**src/rtl/commit_sequencer.sv**
```systemverilog
// commit_sequencer
//
// In-order tag allocator and retirement sequencer. It owns the rename/commit
// port of the register file. Dispatch receives tags 1..DEPTH in program order.
// Completed results arrive on the CDB and are marked ready. The head entry
// retires onto the register-file write port, with at most one retirement per
// cycle. A mispredicted retirement flushes every entry, pulses clear and the
// fetch redirect, and spends one cycle in FLUSH.
//
// Ports
//   clk_in, rst_in     clock, asynchronous active-high reset
//   rdy_in             global enable; when low, only the pulse outputs change (they drop)
//   alloc_*            dispatch request and its destination/PC fields
//   next_tag, full     tag the next accepted alloc gets; alloc blocked
//   cdb_*              result broadcast (tag, value, mispredict, target)
//   now_tag            tag at the head
//   write_rdy, rd, write_val            register-file write port (registered)
//   clear, redirect_valid, redirect_pc  flush and fetch redirect (registered)
//   commit_pulse, commit_pc             retirement trace (registered)

module commit_sequencer #(
  parameter int DEPTH = 15,
  parameter int TAG_W = 4
) (
  input  logic             clk_in,
  input  logic             rst_in,
  input  logic             rdy_in,
  input  logic             alloc_req,
  input  logic             alloc_has_rd,
  input  logic [4:0]       alloc_rd,
  input  logic [31:0]      alloc_pc,
  output logic [TAG_W-1:0] next_tag,
  output logic             full,
  input  logic             cdb_valid,
  input  logic [TAG_W-1:0] cdb_tag,
  input  logic [31:0]      cdb_val,
  input  logic             cdb_mispredict,
  input  logic [31:0]      cdb_target,
  output logic [TAG_W-1:0] now_tag,
  output logic             write_rdy,
  output logic [4:0]       rd,
  output logic [31:0]      write_val,
  output logic             clear,
  output logic             redirect_valid,
  output logic [31:0]      redirect_pc,
  output logic             commit_pulse,
  output logic [31:0]      commit_pc
);

  localparam logic [TAG_W-1:0] DEPTH_TAG = TAG_W'(DEPTH);
  localparam logic [TAG_W-1:0] ONE_TAG   = TAG_W'(1);

  typedef enum logic {
    RUN   = 1'b0,
    FLUSH = 1'b1
  } state_t;

  state_t state_reg, state_next;

  // Pointers hold tag values (1..DEPTH), not array indices.
  logic [TAG_W-1:0] head_reg, tail_reg, count_reg;

  logic             write_rdy_reg, commit_pulse_reg, clear_reg, redirect_valid_reg;
  logic [4:0]       rd_reg;
  logic [31:0]      write_val_reg, commit_pc_reg, redirect_pc_reg;

  // Flattened views of the per-entry storage, indexed by tag-1.
  logic [DEPTH-1:0]       busy_vec, ready_vec, has_rd_vec, mis_vec;
  logic [DEPTH-1:0][4:0]  rd_vec;
  logic [DEPTH-1:0][31:0] val_vec, pc_vec, target_vec;

  logic [TAG_W-1:0] head_idx, cdb_idx;
  logic             cdb_in_range;

  logic alloc_fire, cdb_fire, retire_fire, flush_fire;

  function automatic logic [TAG_W-1:0] tag_inc(input logic [TAG_W-1:0] t);
    return (t == DEPTH_TAG) ? ONE_TAG : t + ONE_TAG;
  endfunction

  assign head_idx     = head_reg - ONE_TAG;
  assign cdb_idx      = cdb_tag - ONE_TAG;
  // Tag 0 means "no dependency". Tags above DEPTH name no entry.
  assign cdb_in_range = (cdb_tag != '0) && (cdb_tag <= DEPTH_TAG);

  // ------------------------------------------------------------------
  // FSM: state register
  // ------------------------------------------------------------------
  always_ff @(posedge clk_in or posedge rst_in) begin
    if (rst_in) begin
      state_reg <= RUN;
    end else begin
      state_reg <= state_next;
    end
  end

  // ------------------------------------------------------------------
  // FSM: next state and per-cycle action decode
  // ------------------------------------------------------------------
  always_comb begin
    state_next  = state_reg;
    full        = (count_reg == DEPTH_TAG) || (state_reg == FLUSH);
    alloc_fire  = 1'b0;
    cdb_fire    = 1'b0;
    retire_fire = 1'b0;
    flush_fire  = 1'b0;
    if (rdy_in) begin
      case (state_reg)
        RUN: begin
          // full is computed from pre-edge count. A retire in this cycle does
          // not free a slot for a same-cycle alloc.
          alloc_fire  = alloc_req && !full;
          cdb_fire    = cdb_valid && cdb_in_range && busy_vec[cdb_idx];
          // Retirement looks only at registered ready. There is no CDB bypass.
          retire_fire = busy_vec[head_idx] && ready_vec[head_idx];
          flush_fire  = retire_fire && mis_vec[head_idx];
          if (flush_fire) begin
            state_next = FLUSH;
          end
        end
        FLUSH: begin
          state_next = RUN;
        end
        default: begin
          state_next = RUN;
        end
      endcase
    end
  end

  // ------------------------------------------------------------------
  // Entry storage, one slot per tag
  // ------------------------------------------------------------------
  genvar gi;
  generate
    for (gi = 0; gi < DEPTH; gi++) begin : g_entry
      localparam logic [TAG_W-1:0] ENTRY_TAG = TAG_W'(gi + 1);

      logic        busy_reg, ready_reg, has_rd_reg, mis_reg;
      logic [4:0]  erd_reg;
      logic [31:0] val_reg, pc_reg, target_reg;
      logic        alloc_here, cdb_here, free_here;

      assign alloc_here = alloc_fire && (tail_reg == ENTRY_TAG);
      assign cdb_here   = cdb_fire && (cdb_tag == ENTRY_TAG);
      assign free_here  = flush_fire || (retire_fire && (head_reg == ENTRY_TAG));

      always_ff @(posedge clk_in or posedge rst_in) begin
        if (rst_in) begin
          busy_reg   <= 1'b0;
          ready_reg  <= 1'b0;
          has_rd_reg <= 1'b0;
          mis_reg    <= 1'b0;
          erd_reg    <= '0;
          val_reg    <= '0;
          pc_reg     <= '0;
          target_reg <= '0;
        end else if (free_here) begin
          busy_reg  <= 1'b0;
          ready_reg <= 1'b0;
        end else if (alloc_here) begin
          // The tail slot is never busy when alloc fires, so this cannot
          // coincide with a completion for the same slot.
          busy_reg   <= 1'b1;
          ready_reg  <= 1'b0;
          has_rd_reg <= alloc_has_rd;
          erd_reg    <= alloc_rd;
          pc_reg     <= alloc_pc;
          mis_reg    <= 1'b0;
        end else if (cdb_here) begin
          ready_reg  <= 1'b1;
          val_reg    <= cdb_val;
          mis_reg    <= cdb_mispredict;
          target_reg <= cdb_target;
        end
      end

      assign busy_vec[gi]   = busy_reg;
      assign ready_vec[gi]  = ready_reg;
      assign has_rd_vec[gi] = has_rd_reg;
      assign mis_vec[gi]    = mis_reg;
      assign rd_vec[gi]     = erd_reg;
      assign val_vec[gi]    = val_reg;
      assign pc_vec[gi]     = pc_reg;
      assign target_vec[gi] = target_reg;
    end
  endgenerate

  // ------------------------------------------------------------------
  // Pointers, occupancy and registered retirement outputs
  // ------------------------------------------------------------------
  always_ff @(posedge clk_in or posedge rst_in) begin
    if (rst_in) begin
      head_reg           <= ONE_TAG;
      tail_reg           <= ONE_TAG;
      count_reg          <= '0;
      write_rdy_reg      <= 1'b0;
      commit_pulse_reg   <= 1'b0;
      clear_reg          <= 1'b0;
      redirect_valid_reg <= 1'b0;
      rd_reg             <= '0;
      write_val_reg      <= '0;
      commit_pc_reg      <= '0;
      redirect_pc_reg    <= '0;
    end else begin
      // Pulses drop every edge unless re-fired. This includes edges with rdy_in=0.
      write_rdy_reg      <= 1'b0;
      commit_pulse_reg   <= 1'b0;
      clear_reg          <= 1'b0;
      redirect_valid_reg <= 1'b0;

      if (flush_fire) begin
        head_reg  <= ONE_TAG;
        tail_reg  <= ONE_TAG;
        count_reg <= '0;
      end else begin
        if (retire_fire) head_reg <= tag_inc(head_reg);
        if (alloc_fire)  tail_reg <= tag_inc(tail_reg);
        count_reg <= count_reg + {{(TAG_W-1){1'b0}}, alloc_fire}
                               - {{(TAG_W-1){1'b0}}, retire_fire};
      end

      if (retire_fire) begin
        write_rdy_reg    <= has_rd_vec[head_idx];
        rd_reg           <= rd_vec[head_idx];
        write_val_reg    <= val_vec[head_idx];
        commit_pulse_reg <= 1'b1;
        commit_pc_reg    <= pc_vec[head_idx];
      end

      if (flush_fire) begin
        clear_reg          <= 1'b1;
        redirect_valid_reg <= 1'b1;
        redirect_pc_reg    <= target_vec[head_idx];
      end
    end
  end

  assign next_tag       = tail_reg;
  assign now_tag        = head_reg;
  assign write_rdy      = write_rdy_reg;
  assign rd             = rd_reg;
  assign write_val      = write_val_reg;
  assign commit_pulse   = commit_pulse_reg;
  assign commit_pc      = commit_pc_reg;
  assign clear          = clear_reg;
  assign redirect_valid = redirect_valid_reg;
  assign redirect_pc    = redirect_pc_reg;

endmodule

```
**config.mk**
```make
export PLATFORM = sky130hd
export DESIGN_NAME = commit_sequencer
export DESIGN_NICKNAME = d
export VERILOG_FILES = /design/src/rtl/commit_sequencer.sv
export SDC_FILE = /design/constraint.sdc
export NUM_CORES = 2
export LEC_CHECK = 0
export ABC_AREA = 1
export CAP_MARGIN = 25
export CORE_MARGIN = 1.5
export CORE_UTILIZATION = 40
export DETAILED_ROUTE_END_ITERATION = 10
export DONT_BUFFER_PORTS = 1
export PLACE_DENSITY = 0.57
export SLEW_MARGIN = 20
export SYNTH_ARGS = -nofsm -noshare
export SYNTH_HDL_FRONTEND = slang
export SYNTH_SLANG_ARGS = --single-unit
export TNS_END_PERCENT = 20
```
**constraint.sdc**
```tcl
create_clock -name clk_in -period 169 [get_ports clk_in]
set_input_delay 16.9 -clock clk_in [delete_from_list [all_inputs] [get_ports clk_in]]
set_output_delay 16.9 -clock clk_in [all_outputs]
set_load 0.005 [all_outputs]
```
==> metrics.txt <==
status finished, final reports clean; floorplan core area 197000 µm²; fraction of synthesis flops using an asynchronous set or reset pin 1.00; worst reg2reg path depth 18; IO Count roughly 230; share of Yosys cell area claimed by the top area cell type 0.535; TritonRoute pass-1 iters 7; cell area after synthesis 79100 µm²; Mapped Cells 9547; final count of pins violating max slew 0; Clock Root Buffer sky130_fd_sc_hd__clkbuf_16; final wirelength between 300000 and 400000 µm; H-tree depth 4; vertical die dimension 448 µm; Placed Cells incl. Taps between 10000 and 15000; share of the clock period used by the worst path after layout 0.125; synth top area cells sky130_fd_sc_hd__dfrtp_1 53%, sky130_fd_sc_hd__nand2_1 17%, sky130_fd_sc_hd__nand4_1 8.8%; worst-margin pin slew between 1000 and 1500 ps; Post-Layout Cell Count about 12000; leakage dissipation around 0.042 µW; max-cap check violation count 0; worst-path fanout max between 150 and 200; x dimension of the die 448 µm; startpoint of the most critical hold path g_entry[1].val_reg[26]; required arrival time at the worst endpoint about 170000 ps; Clock Sinks around 1700; number of vias per cell after detailed routing 6.10; most instantiated library cell after synthesis sky130_fd_sc_hd__nand2_1; effective utilization at floorplan 0.402; number of buffers inserted during clock tree synthesis ~190; synthesis-to-layout area growth 9.61%; share of cells above drive strength 1 0.0592; worst reg2reg endpoint g_entry[11].target_reg[5]; placed wire-length estimate 158000 µm; pin count of the biggest net entering global routing between 150 and 200; number of nets in the synthesized netlist 9679; number of global-route vias before repair ~70000; Mapped Avg Cell Area ~8.3 µm²; FF-to-FF Start now_tag[0]; aggregate global-route resource usage 0.306; yosys synthesis warning count 0; critical path class in2async; routability-driven placement congestion ratio approximately 0.85; commonest register cell after synthesis sky130_fd_sc_hd__dfrtp_1; VDD IR-drop max about 0.033 mV; category of the worst setup path launch point input port; number of distinct library cells after synthesis 38; post-detailed-route wirelength per cell 26.4 µm; worst setup path endpoint g_entry[10].val_reg[27]; worst slew margin relative to its limit 0.205; final setup TNS 0 ps; Nets roughly 9000; final setup fails 0; residual DRC count 0; Port Buffer Count 0; Bufs on Longest Clock Path 3; number of cell rows around 160; sequential area share after synthesis 0.535; clock-pin slew of the registers on the worst-case setup and hold paths roughly 60 ps; maximum clock skew at final layout 65.5 ps; type of the most critical hold path reg2reg; clock latency at the later pin of the worst-skew pair about 900 ps; launch point of the worst path rst_in; Final min period roughly 21000 ps; Total Die Area 200000 µm²; achievable clock frequency about 47 MHz; final hold viol count 0; postcts setup bufs 0; overall via count from detail_route around 72000; count of flip-flops with a built-in enable after synthesis 0; setup slack of the worst register-to-register path 160300 ps; number of antenna violations at the first check in global routing 16; Synth top cells by count 3539 x sky130_fd_sc_hd__nand2_1, 1690 x sky130_fd_sc_hd__dfrtp_1, 1114 x sky130_fd_sc_hd__nand4_1; dominant cell type by area after synthesis sky130_fd_sc_hd__dfrtp_1; post-route ant nets 0; Gates resized, CTS repair 0; unrepaired setup endpoints after global routing no; power density cells about 20 nW/µm²; global-route wire length before repair ~460000 µm; initial drt markers approximately 8000; capturing element type of the critical path async pin; CTS tree built; total of flip-flops plus latches after synthesis around 1700; count of hold buffers inserted by post-cts repair 0; final global-route overflow total 0; Data arrival, critical path between 20000 and 25000 ps
==> layout make-up <==
cell class                 instances  area [µm²]
antenna                            6        15.0
clock buffer                     275        5400
clock inverter                    63        1030
fill                           19356      110000
inverter                         103         450
multi-input combinational       6807       32600
sequential                      1692       42300
tap                             2640        3300
timing repair buffer             144        1570
==> how the worst min path moves through the flow <==
stage | to | depth (start not counted)
2_1_floorplan | g_entry[13].target_reg[27] | 2
3_3_place_gp | g_entry[1].val_reg[4] | 2
3_5_place_dp | g_entry[1].val_reg[26] | 2
4_1_cts | g_entry[1].val_reg[26] | 2
5_1_grt | g_entry[1].target_reg[6] | 2
6_report | g_entry[1].val_reg[26] | 2
==> kinds of logic after synthesis <==
logic type / share of synthesized area
AO/OA/AOI/OAI: 0.0966
XOR/XNOR: 0.000332
adder cells (fa/ha/maj): 0.00326
buffers and inverters: 0.0588
flip-flops: 0.535
AND/OR/NAND/NOR: 0.306
==> cell usage in the layout, fill, tap and decap left out, types with 16 or more instances in the layout <==
| cell type | Yosys | routed |
|---|---|---|
| sky130_fd_sc_hd__a21oi_1 | 148 | 148 |
| sky130_fd_sc_hd__a22oi_1 | 202 | 202 |
| sky130_fd_sc_hd__a31oi_1 | 65 | 65 |
| sky130_fd_sc_hd__buf_12 | 0 | 16 |
| sky130_fd_sc_hd__buf_4 | 98 | 113 |
| sky130_fd_sc_hd__bufinv_16 | 0 | 17 |
| sky130_fd_sc_hd__clkbuf_1 | 602 | 48 |
| sky130_fd_sc_hd__clkbuf_16 | 0 | 186 |
| sky130_fd_sc_hd__clkbuf_8 | 0 | 41 |
| sky130_fd_sc_hd__clkinv_2 | 0 | 40 |
| sky130_fd_sc_hd__dfrtp_1 | 1690 | 1690 |
| sky130_fd_sc_hd__ha_1 | 19 | 18 |
| sky130_fd_sc_hd__inv_1 | 92 | 76 |
| sky130_fd_sc_hd__nand2_1 | 3539 | 3530 |
| sky130_fd_sc_hd__nand2_4 | 0 | 16 |
| sky130_fd_sc_hd__nand3_1 | 574 | 560 |
| sky130_fd_sc_hd__nand3_4 | 11 | 30 |
| sky130_fd_sc_hd__nand4_1 | 1114 | 1114 |
| sky130_fd_sc_hd__nor2_1 | 165 | 152 |
| sky130_fd_sc_hd__nor2_4 | 0 | 16 |
| sky130_fd_sc_hd__o211ai_1 | 102 | 102 |
| sky130_fd_sc_hd__o21ai_0 | 593 | 593 |
| sky130_fd_sc_hd__o21ai_1 | 215 | 215 |
==> metal layers <==
metal,up-vias,wire (µm),track usage
met2,4006,141000,0.486
met1,35277,123000,0.396
met3,941,29500,0.0622
met4,10,16500,0.156
li1,31346,-,-
met5,-,47,0.00122
==> critical path: stages <==
cell,delay (ps)
sky130_fd_sc_hd__inv_8,560
sky130_fd_sc_hd__buf_4,660
sky130_fd_sc_hd__buf_12,650
sky130_fd_sc_hd__buf_4,740
sky130_fd_sc_hd__buf_4,590
sky130_fd_sc_hd__buf_4,460
sky130_fd_sc_hd__buf_16,300
sky130_fd_sc_hd__buf_6,600
==> power breakdown <==
| group | internal (µW) | switching [µW] | total [µW] |
|---|---|---|---|
| Combinational | 171 | 541 | 712 |
| Clock | 249 | 181 | 430 |
| Sequential | 525 | 71.3 | 596 |
| Total | 945 | 793 | 1740 |
==> metrics by stage <==
step / power, µW / setup WS [ps] / hold slack (ps) / instance area [µm²] / utilization
after floorplan: 1030 / 104350 / 437 / 79100 / -
after global placement: 1290 / 146520 / 449 / 79600 / 0.405
after detailed placement: 1300 / 146390 / 453 / 79800 / 0.406
after CTS: 1730 / 147270 / 468 / 86300 / 0.438
after global routing: 1830 / 147250 / 478 / 86700 / 0.440
final: 1740 / 147910 / 465 / 86700 / 0.440
Power figures use the tool's default switching activity.
